File: src/rtl/cpu_types_pkg.sv
// Shared pipeline-control types: forwarding selects and hazard-unit FSM states.
package cpu_types_pkg;

  typedef enum logic [1:0] {
    FWD_NONE = 2'b00,
    FWD_MEM  = 2'b01,
    FWD_WB   = 2'b10
  } fwd_sel_t;

  typedef enum logic [1:0] {
    RUN,
    LDSTALL,
    HALTED
  } hu_state_t;

  localparam int unsigned CNT_W = 3;

endpackage

File: src/rtl/fwd_select.sv
// Picks the youngest in-flight producer of one EX source register; r0 is never forwarded.
module fwd_select
  import cpu_types_pkg::*;
#(
  parameter int unsigned REG_AW = 5
) (
  input  logic [REG_AW-1:0] src,
  input  logic [REG_AW-1:0] wsel_mem,
  input  logic              wen_mem,
  input  logic [REG_AW-1:0] wsel_wb,
  input  logic              wen_wb,
  output fwd_sel_t          sel
);
  always_comb begin
    sel = FWD_NONE;
    if (wen_mem && (wsel_mem != '0) && (wsel_mem == src)) begin
      sel = FWD_MEM;
    end else if (wen_wb && (wsel_wb != '0) && (wsel_wb == src)) begin
      sel = FWD_WB;
    end
  end
endmodule

File: src/rtl/hazard_ctrl_unit.sv
// 5-stage pipeline hazard controller: latch enables/flushes, multi-cycle load-use stall,
// cache-miss freeze, branch flush and sticky halt, plus EX operand forwarding selects.
module hazard_ctrl_unit
  import cpu_types_pkg::*;
#(
  parameter int unsigned REG_AW         = 5,
  parameter int unsigned LOAD_USE_STALL = 1,
  parameter int unsigned BR_STAGE       = 3
) (
  input  logic              CLK,
  input  logic              RST,
  input  logic              ihit,
  input  logic              dhit,
  input  logic              dmem_req,
  input  logic [REG_AW-1:0] rs_id,
  input  logic [REG_AW-1:0] rt_id,
  input  logic [REG_AW-1:0] rs_ex,
  input  logic [REG_AW-1:0] rt_ex,
  input  logic [REG_AW-1:0] wsel_ex,
  input  logic              wen_ex,
  input  logic              memren_ex,
  input  logic [REG_AW-1:0] wsel_mem,
  input  logic              wen_mem,
  input  logic [REG_AW-1:0] wsel_wb,
  input  logic              wen_wb,
  input  logic              branch_taken,
  input  logic              halt,
  output logic              pc_en,
  output logic              ifid_en,
  output logic              idex_en,
  output logic              exmem_en,
  output logic              memwb_en,
  output logic              flush_ifid,
  output logic              flush_idex,
  output logic              flush_exmem,
  output fwd_sel_t          fwd_a,
  output fwd_sel_t          fwd_b,
  output logic              halted
);
  hu_state_t        state_q, state_d;
  logic [CNT_W-1:0] cnt_q, cnt_d;
  fwd_sel_t         fwd_a_raw, fwd_b_raw;
  logic             load_use;

  fwd_select #(.REG_AW(REG_AW)) u_fwd_a (
    .src(rs_ex), .wsel_mem(wsel_mem), .wen_mem(wen_mem),
    .wsel_wb(wsel_wb), .wen_wb(wen_wb), .sel(fwd_a_raw)
  );

  fwd_select #(.REG_AW(REG_AW)) u_fwd_b (
    .src(rt_ex), .wsel_mem(wsel_mem), .wen_mem(wen_mem),
    .wsel_wb(wsel_wb), .wen_wb(wen_wb), .sel(fwd_b_raw)
  );

  assign fwd_a = RST ? FWD_NONE : fwd_a_raw;
  assign fwd_b = RST ? FWD_NONE : fwd_b_raw;

  assign load_use = memren_ex && wen_ex && (wsel_ex != '0) &&
                    ((wsel_ex == rs_id) || (wsel_ex == rt_id));

  // Prioritised event decode: outputs for this cycle and the next FSM state.
  always_comb begin
    pc_en       = 1'b0;
    ifid_en     = 1'b0;
    idex_en     = 1'b0;
    exmem_en    = 1'b0;
    memwb_en    = 1'b0;
    flush_ifid  = 1'b0;
    flush_idex  = 1'b0;
    flush_exmem = 1'b0;
    halted      = 1'b0;
    state_d     = state_q;
    cnt_d       = cnt_q;
    if (RST) begin
      state_d = RUN;
      cnt_d   = '0;
    end else if (state_q == HALTED) begin
      halted = 1'b1;
    end else if (halt) begin
      state_d = HALTED;
    end else if (dmem_req && !dhit) begin
      // Frozen: everything holds, including a pending load-use count.
      state_d = state_q;
    end else if (branch_taken) begin
      {pc_en, ifid_en, idex_en, exmem_en, memwb_en} = 5'b11111;
      flush_ifid  = 1'b1;
      flush_idex  = 1'b1;
      flush_exmem = (BR_STAGE == 3);
      state_d     = RUN;
      cnt_d       = '0;
    end else if ((state_q == LDSTALL) || load_use) begin
      {idex_en, exmem_en, memwb_en} = 3'b111;
      flush_idex = 1'b1;
      if (state_q == LDSTALL) begin
        if (cnt_q <= CNT_W'(1)) begin
          state_d = RUN;
          cnt_d   = '0;
        end else begin
          cnt_d = cnt_q - CNT_W'(1);
        end
      end else if (LOAD_USE_STALL > 1) begin
        state_d = LDSTALL;
        cnt_d   = CNT_W'(LOAD_USE_STALL - 1);
      end
    end else if (!ihit) begin
      {ifid_en, idex_en, exmem_en, memwb_en} = 4'b1111;
      flush_ifid = 1'b1;
    end else begin
      {pc_en, ifid_en, idex_en, exmem_en, memwb_en} = 5'b11111;
    end
  end

  always_ff @(posedge CLK) begin
    if (RST) begin
      state_q <= RUN;
      cnt_q   <= '0;
    end else begin
      state_q <= state_d;
      cnt_q   <= cnt_d;
    end
  end

endmodule

File: config.mk
export PLATFORM = sky130hd
export DESIGN_NAME = hazard_ctrl_unit
export DESIGN_NICKNAME = d
export VERILOG_FILES = /design/src/rtl/cpu_types_pkg.sv /design/src/rtl/fwd_select.sv /design/src/rtl/hazard_ctrl_unit.sv
export SDC_FILE = /design/constraint.sdc
export NUM_CORES = 1
export LEC_CHECK = 0
export ABC_AREA = 1
export CAP_MARGIN = 20
export CELL_PAD_IN_SITES_DETAIL_PLACEMENT = 1
export CELL_PAD_IN_SITES_GLOBAL_PLACEMENT = 1
export CORE_UTILIZATION = 16
export CTS_CLUSTER_SIZE = 25
export DETAILED_ROUTE_END_ITERATION = 8
export GPL_ROUTABILITY_DRIVEN = 1
export HOLD_SLACK_MARGIN = 0.06
export PLACE_DENSITY = 0.74
export SYNTH_ARGS = -nofsm -noshare
export SYNTH_HDL_FRONTEND = slang
export SYNTH_SLANG_ARGS = --single-unit
File: constraint.sdc
create_clock -name CLK -period 1 [get_ports CLK]
set_input_delay 0.15 -clock CLK [delete_from_list [all_inputs] [get_ports CLK]]
set_output_delay 0.15 -clock CLK [all_outputs]
set_load 0.005 [all_outputs]
Yosys cells after proc, flatten, opt, wreduce, memory -nomap -nowiden
Index checks and enable logic that the tools add are counted.
{"block": "op_classes", "addsub": 1, "n_mul": 0, "div_mod_pow": 0, "magnitude_cmp": 1, "eq_ne": 9, "shifts": 0, "n_mux": 53, "bitwise_logic": 3, "n_reduce_logical": 23}
{"operator": "$mux W1", "count": 37}
{"operator": "$eq A5 B5 Y1", "count": 6}
{"operator": "$mux W2", "count": 12}
{"operator": "$reduce_bool A5 Y1", "count": 3}
{"operator": "$mux W3", "count": 4}
{"operator": "$logic_and A1 B1 Y1", "count": 10}
{"operator": "$reduce_and A5 Y1", "count": 2}
{"operator": "$reduce_bool A3 Y1", "count": 3}
{"operator": "$reduce_bool A2 Y1", "count": 2}
{"operator": "$le A3 B1 Y1 const B", "count": 1}
{"operator": "$not A1 Y1", "count": 3}
{"operator": "$sub A3 B1 Y3 const B", "count": 1}
{"operator": "$eq A2 B1 Y1 const B", "count": 1}
{"operator": "$eq A2 B2 Y1 const B", "count": 1}
{"operator": "$logic_or A1 B1 Y1", "count": 2}
{"operator": "$ne A2 B2 Y1 const B", "count": 1}
{"operator": "$logic_not A1 Y1", "count": 1}
{"block": "totals", "reg_bits": 5, "latch_bits": 0, "ram_bits": 0, "rom_bits": 0, "inputBits": 46, "output_inout_bits": 13, "mem_count": 0}

Logic depth before layout (Yosys ltp)
{"block": "depth", "word_depth": 10, "mapped_depth": 9}

Modules after synthesis
From an unflattened synthesis, not the netlist that was laid out.
{"block": "unflattened", "cells_unflattened": 183, "hier_area_um2": 800.8}
{"module": "fwd_select", "n_inst": 2, "cells_per_inst": 50, "area_per_inst_um2": 214.0, "seq_area_each_um2": 0.0}
{"module": "hazard_ctrl_unit", "n_inst": 1, "cells_per_inst": 83, "area_per_inst_um2": 372.9, "seq_area_each_um2": 20.0}

Worst setup path after synthesis
Ideal clock, no wire load.
{"block": "synth_timing", "kind": "reg-to-output", "from": "register state_q[1]", "to": "output flush_idex", "arrival_time_ns": 0.908, "required_time_ns": 0.850, "path_slack_ns": -0.058, "stages_incl_launch_ff": 5, "n_path_buf": 0, "path_cell_list": "dfxtp_1 inv_2 o211ai_1 nor2_1 a21boi_2"}
{"block": "synth_between", "elab_chain_cells": 8, "elab_cells_between_ends": 9, "cone_classes": "eq/ne: 2; mux: 6; reduce/logical: 1"}
{"element": "from (decl)", "line": "hazard_ctrl_unit.sv:40", "text": "hu_state_t state_q, state_d;"}
{"element": "from (signal assigned)", "line": "hazard_ctrl_unit.sv:118", "text": "state_q <= state_d;"}
{"element": "$eq A2 B1 Y1", "line": "hazard_ctrl_unit.sv:91", "text": "end else if ((state_q == LDSTALL) || load_use) begin"}
{"element": "$logic_or A1 B1 Y1", "line": "hazard_ctrl_unit.sv:91"}
{"element": "$mux W1", "line": "hazard_ctrl_unit.sv:91"}
{"element": "$mux W1", "line": "hazard_ctrl_unit.sv:84", "text": "end else if (branch_taken) begin"}
{"element": "$mux W1", "line": "hazard_ctrl_unit.sv:81", "text": "end else if (dmem_req && !dhit) begin"}
{"element": "$mux W1", "line": "hazard_ctrl_unit.sv:79", "text": "end else if (halt) begin"}
{"element": "$mux W1 *", "line": "hazard_ctrl_unit.sv:77", "text": "end else if (state_q == HALTED) begin"}
{"element": "$mux W1 *", "line": "hazard_ctrl_unit.sv:74", "text": "if (RST) begin"}
{"element": "to (decl)", "line": "hazard_ctrl_unit.sv:34", "text": "output logic flush_idex,"}
Every way passes the cells marked *; elsewhere a longest branch is shown, timed or not.

Worst setup path after layout
Ends and elaborated chain as after synthesis.

==> impl_metrics.env <==
export IMPL_worstMarginPinSlew_ns=0.262
export IMPL_non_filler_instances=246
export IMPL_synth_seq_cells=1
export IMPL_layout_overhead_on_the_synthesized_area_pct=139
export IMPL_routed_via_count=1029
export IMPL_num_nets_final=246
export IMPL_grt_setup_unrepaired="yes"
export IMPL_worst_endpoint_arrival_ns=1.00
export IMPL_critPathRequiredTime_ns=0.85
export IMPL_synth_commonest_cells="29 x sky130_fd_sc_hd__nand2_1, 25 x sky130_fd_sc_hd__nor2_1, 15 x sky130_fd_sc_hd__inv_1, 13 x sky130_fd_sc_hd__xnor2_1, 9 x sky130_fd_sc_hd__inv_2"
export IMPL_floorplan_initialDensity_pct=17.3
export IMPL_die_area_sq_um=4370
export IMPL_final_min_period_over_clock_period_pct=115
export IMPL_grtUsageTotal_pct=11.8
export IMPL_netlist_top_cells_area="sky130_fd_sc_hd__xnor2_1 17%, sky130_fd_sc_hd__nand2_1 17%, sky130_fd_sc_hd__nor2_1 14%"
export IMPL_critPathMaxFanout=2
export IMPL_synthDominantAreaCellType="sky130_fd_sc_hd__xnor2_1"
export IMPL_final_antenna_net_count=0
export IMPL_detail_route_drc_violations=0
export IMPL_wl_per_cell_microns=11.2
export IMPL_totalWireLength_mm=2.75
export IMPL_lkg_pwr_nw=0.840
export IMPL_post_synth_instance_area_sq_um=658
export IMPL_core_rowCount=22
export IMPL_final_max_slew_viol_count=0
export IMPL_postLayoutCoreUtil_pct=41.4
export IMPL_async_reset_ff_share_pct=0
export IMPL_timing_critical_path_from_type="flop"
export IMPL_count_of_boundary_i_o_pins=59
export IMPL_worst_case_setup_slack_after_placement_ns=-0.986
export IMPL_count_of_distinct_cell_types_in_the_synthesized_netlist=20
export IMPL_violations="negative setup slack"
export IMPL_antenna_found_initial=0
export IMPL_number_of_enable_flip_flop_cells_after_synthesis=0
export IMPL_final_setup_viol_count=11
export IMPL_synth_top_cell_area_share_pct=17.3
export IMPL_fillers=514
export IMPL_clock_skew_final_ns=0
export IMPL_final_critical_path_setup_slack_ns=-0.152
export IMPL_grt_pass1_wl_mm=4.14
export IMPL_seq_area_frac_synth_pct=3.04
export IMPL_worst_hold_path_type="in2reg"
export IMPL_routed_via_density=4.18
export IMPL_ys_warnings_count=0
export IMPL_final_layout_size_suffix_gt1_share_pct=68.2
export IMPL_count_of_inserted_antenna_diode_cells=0
export IMPL_hold_path_cell_count=3
export IMPL_reg2reg_depth=4
export IMPL_die_h_microns=66.1
export IMPL_design_core_area_sq_um=3800
export IMPL_power_density_nw_per_um2=415
export IMPL_grt_pass1_vias=977
export IMPL_synthesis_instances=127
export IMPL_hold_violations=0
export IMPL_clkTransAtPathRegs_ns=0
export IMPL_avgSynthCellArea_sq_um=5.18
export IMPL_biggestRegsByFlops="state_q: 1 flops"
export IMPL_worstSetupPathType="reg2out"
export IMPL_placed_cells=238
export IMPL_dpl_hpwl_mm=2.15
export IMPL_cap_viol_max_count=0
export IMPL_globalRouteOverflowTotal=0
export IMPL_timing_setup_tns_ns=-1.06
export IMPL_clkLatencyLatePin_ns=0
export IMPL_max_slew_margin_rel_pct=82.4
export IMPL_placement_io_buffers=58
export IMPL_grt_start_max_net_pins=6
export IMPL_endpoint_kind="output pin"
export IMPL_globalplace_congestion=0.791
export IMPL_biggest_register="state_q"
export IMPL_synthesis_nets=173
export IMPL_dieWidth_microns=66.1
export IMPL_synth_most_common_cell="sky130_fd_sc_hd__nand2_1"
export IMPL_largest_reg_flops=1
export IMPL_postSynth_topFlopCell="sky130_fd_sc_hd__dfxtp_1"
export IMPL_vdd_ir_drop_worst_v=0.000140
export IMPL_finalWorstPathRequiredPeriod_ns=1.15
export IMPL_drt_first_pass_iters=2
export IMPL_max_clock_freq_mhz=868
export IMPL_dr_first_iter_drc_count=19
export IMPL_outcome="finished with violations"
[where the power goes]
part	switching [mW]	internal (mW)
clock network	0	0
logic	0.259	0.347
registers	0.00116	0.0442
[kinds of logic after synthesis]
kind of cell	share of synthesized area [%]
and+or+nand+nor	46.2
buffers and inverters	17.7
xor gates and xnor gates	27.9
AOI/OAI and AO/OA	5.13
DFF	3.04
[final timing paths]
path / endpoint / slack, ns / startpoint
min: state_q[1] / 0.52 / RST
max: flush_idex / -0.15 / state_q[1]
min reg2reg: state_q[1] / 0.62 / state_q[1]
max reg2reg: state_q[1] / 0.25 / state_q[1]
[cells in the final DEF, fill, tap and decap left out, types with 2 or more instances in the layout]
master / n
sky130_fd_sc_hd__buf_6: 25
sky130_fd_sc_hd__buf_2: 19
sky130_fd_sc_hd__nand2_1: 16
sky130_fd_sc_hd__nand2_2: 14
sky130_fd_sc_hd__buf_4: 14
sky130_fd_sc_hd__nor2_1: 12
sky130_fd_sc_hd__inv_2: 12
sky130_fd_sc_hd__nor2_2: 12
sky130_fd_sc_hd__xnor2_2: 11
sky130_fd_sc_hd__inv_1: 9
sky130_fd_sc_hd__xor2_1: 7
sky130_fd_sc_hd__buf_8: 7
sky130_fd_sc_hd__nor3_2: 5
sky130_fd_sc_hd__dlygate4sd2_1: 5
sky130_fd_sc_hd__nand3_1: 4
sky130_fd_sc_hd__inv_4: 3
sky130_fd_sc_hd__nand3_2: 3
sky130_fd_sc_hd__xnor2_1: 2
sky130_fd_sc_hd__nand4_1: 2
sky130_fd_sc_hd__a21oi_1: 2
sky130_fd_sc_hd__nand2_4: 2
sky130_fd_sc_hd__clkbuf_2: 2
[per-stage QoR]
step,cell area [sq um],hold WS (ns),total power [mW]
2_1_floorplan,661,0.288,0.229
3_3_place_gp,1340,0.521,0.523
3_5_place_dp,1340,0.532,0.533
4_1_cts,1400,0.532,0.570
5_1_grt,1570,0.560,0.708
6_report,1570,0.521,0.652
[critical path, stage by stage, from the launching register on]
cell,delay [ns]
sky130_fd_sc_hd__dfxtp_2,0.29
sky130_fd_sc_hd__inv_2,0.05
sky130_fd_sc_hd__o211ai_1,0.12
sky130_fd_sc_hd__nor2_2,0.15
sky130_fd_sc_hd__buf_4,0.14
sky130_fd_sc_hd__a21boi_2,0.13
sky130_fd_sc_hd__buf_2,0.12
[cell type report]
cell class / count / area [sq um] / share of cell area (%)
Tap cell: 48 / 60.1 / 3.82
Inverter: 26 / 106 / 6.77
Timing Repair Buffer: 74 / 662 / 42.1
Sequential cell: 1 / 21.3 / 1.35
Multi-Input combinational cell: 97 / 722 / 45.9
[per-layer routing]
layer	part of all wire (%)	wire (microns)	vias to the layer above	global-route usage (%)
met5	0	0	-	0
met4	0	0	0	0
met3	5.5	150	0	0.690
met2	57	1560	36	23.7
met1	38	1040	473	14.3
li1	-	-	520	-
[repair_timing]
action                     4_1_cts  5_1_grt
pin swaps                       54       33
setup buffers                    7        1
setup endpoints to repair       14       12
gates resized for setup        264       54
hold buffers                     0        0
Note: power is estimated with default switching activity, not from simulation.
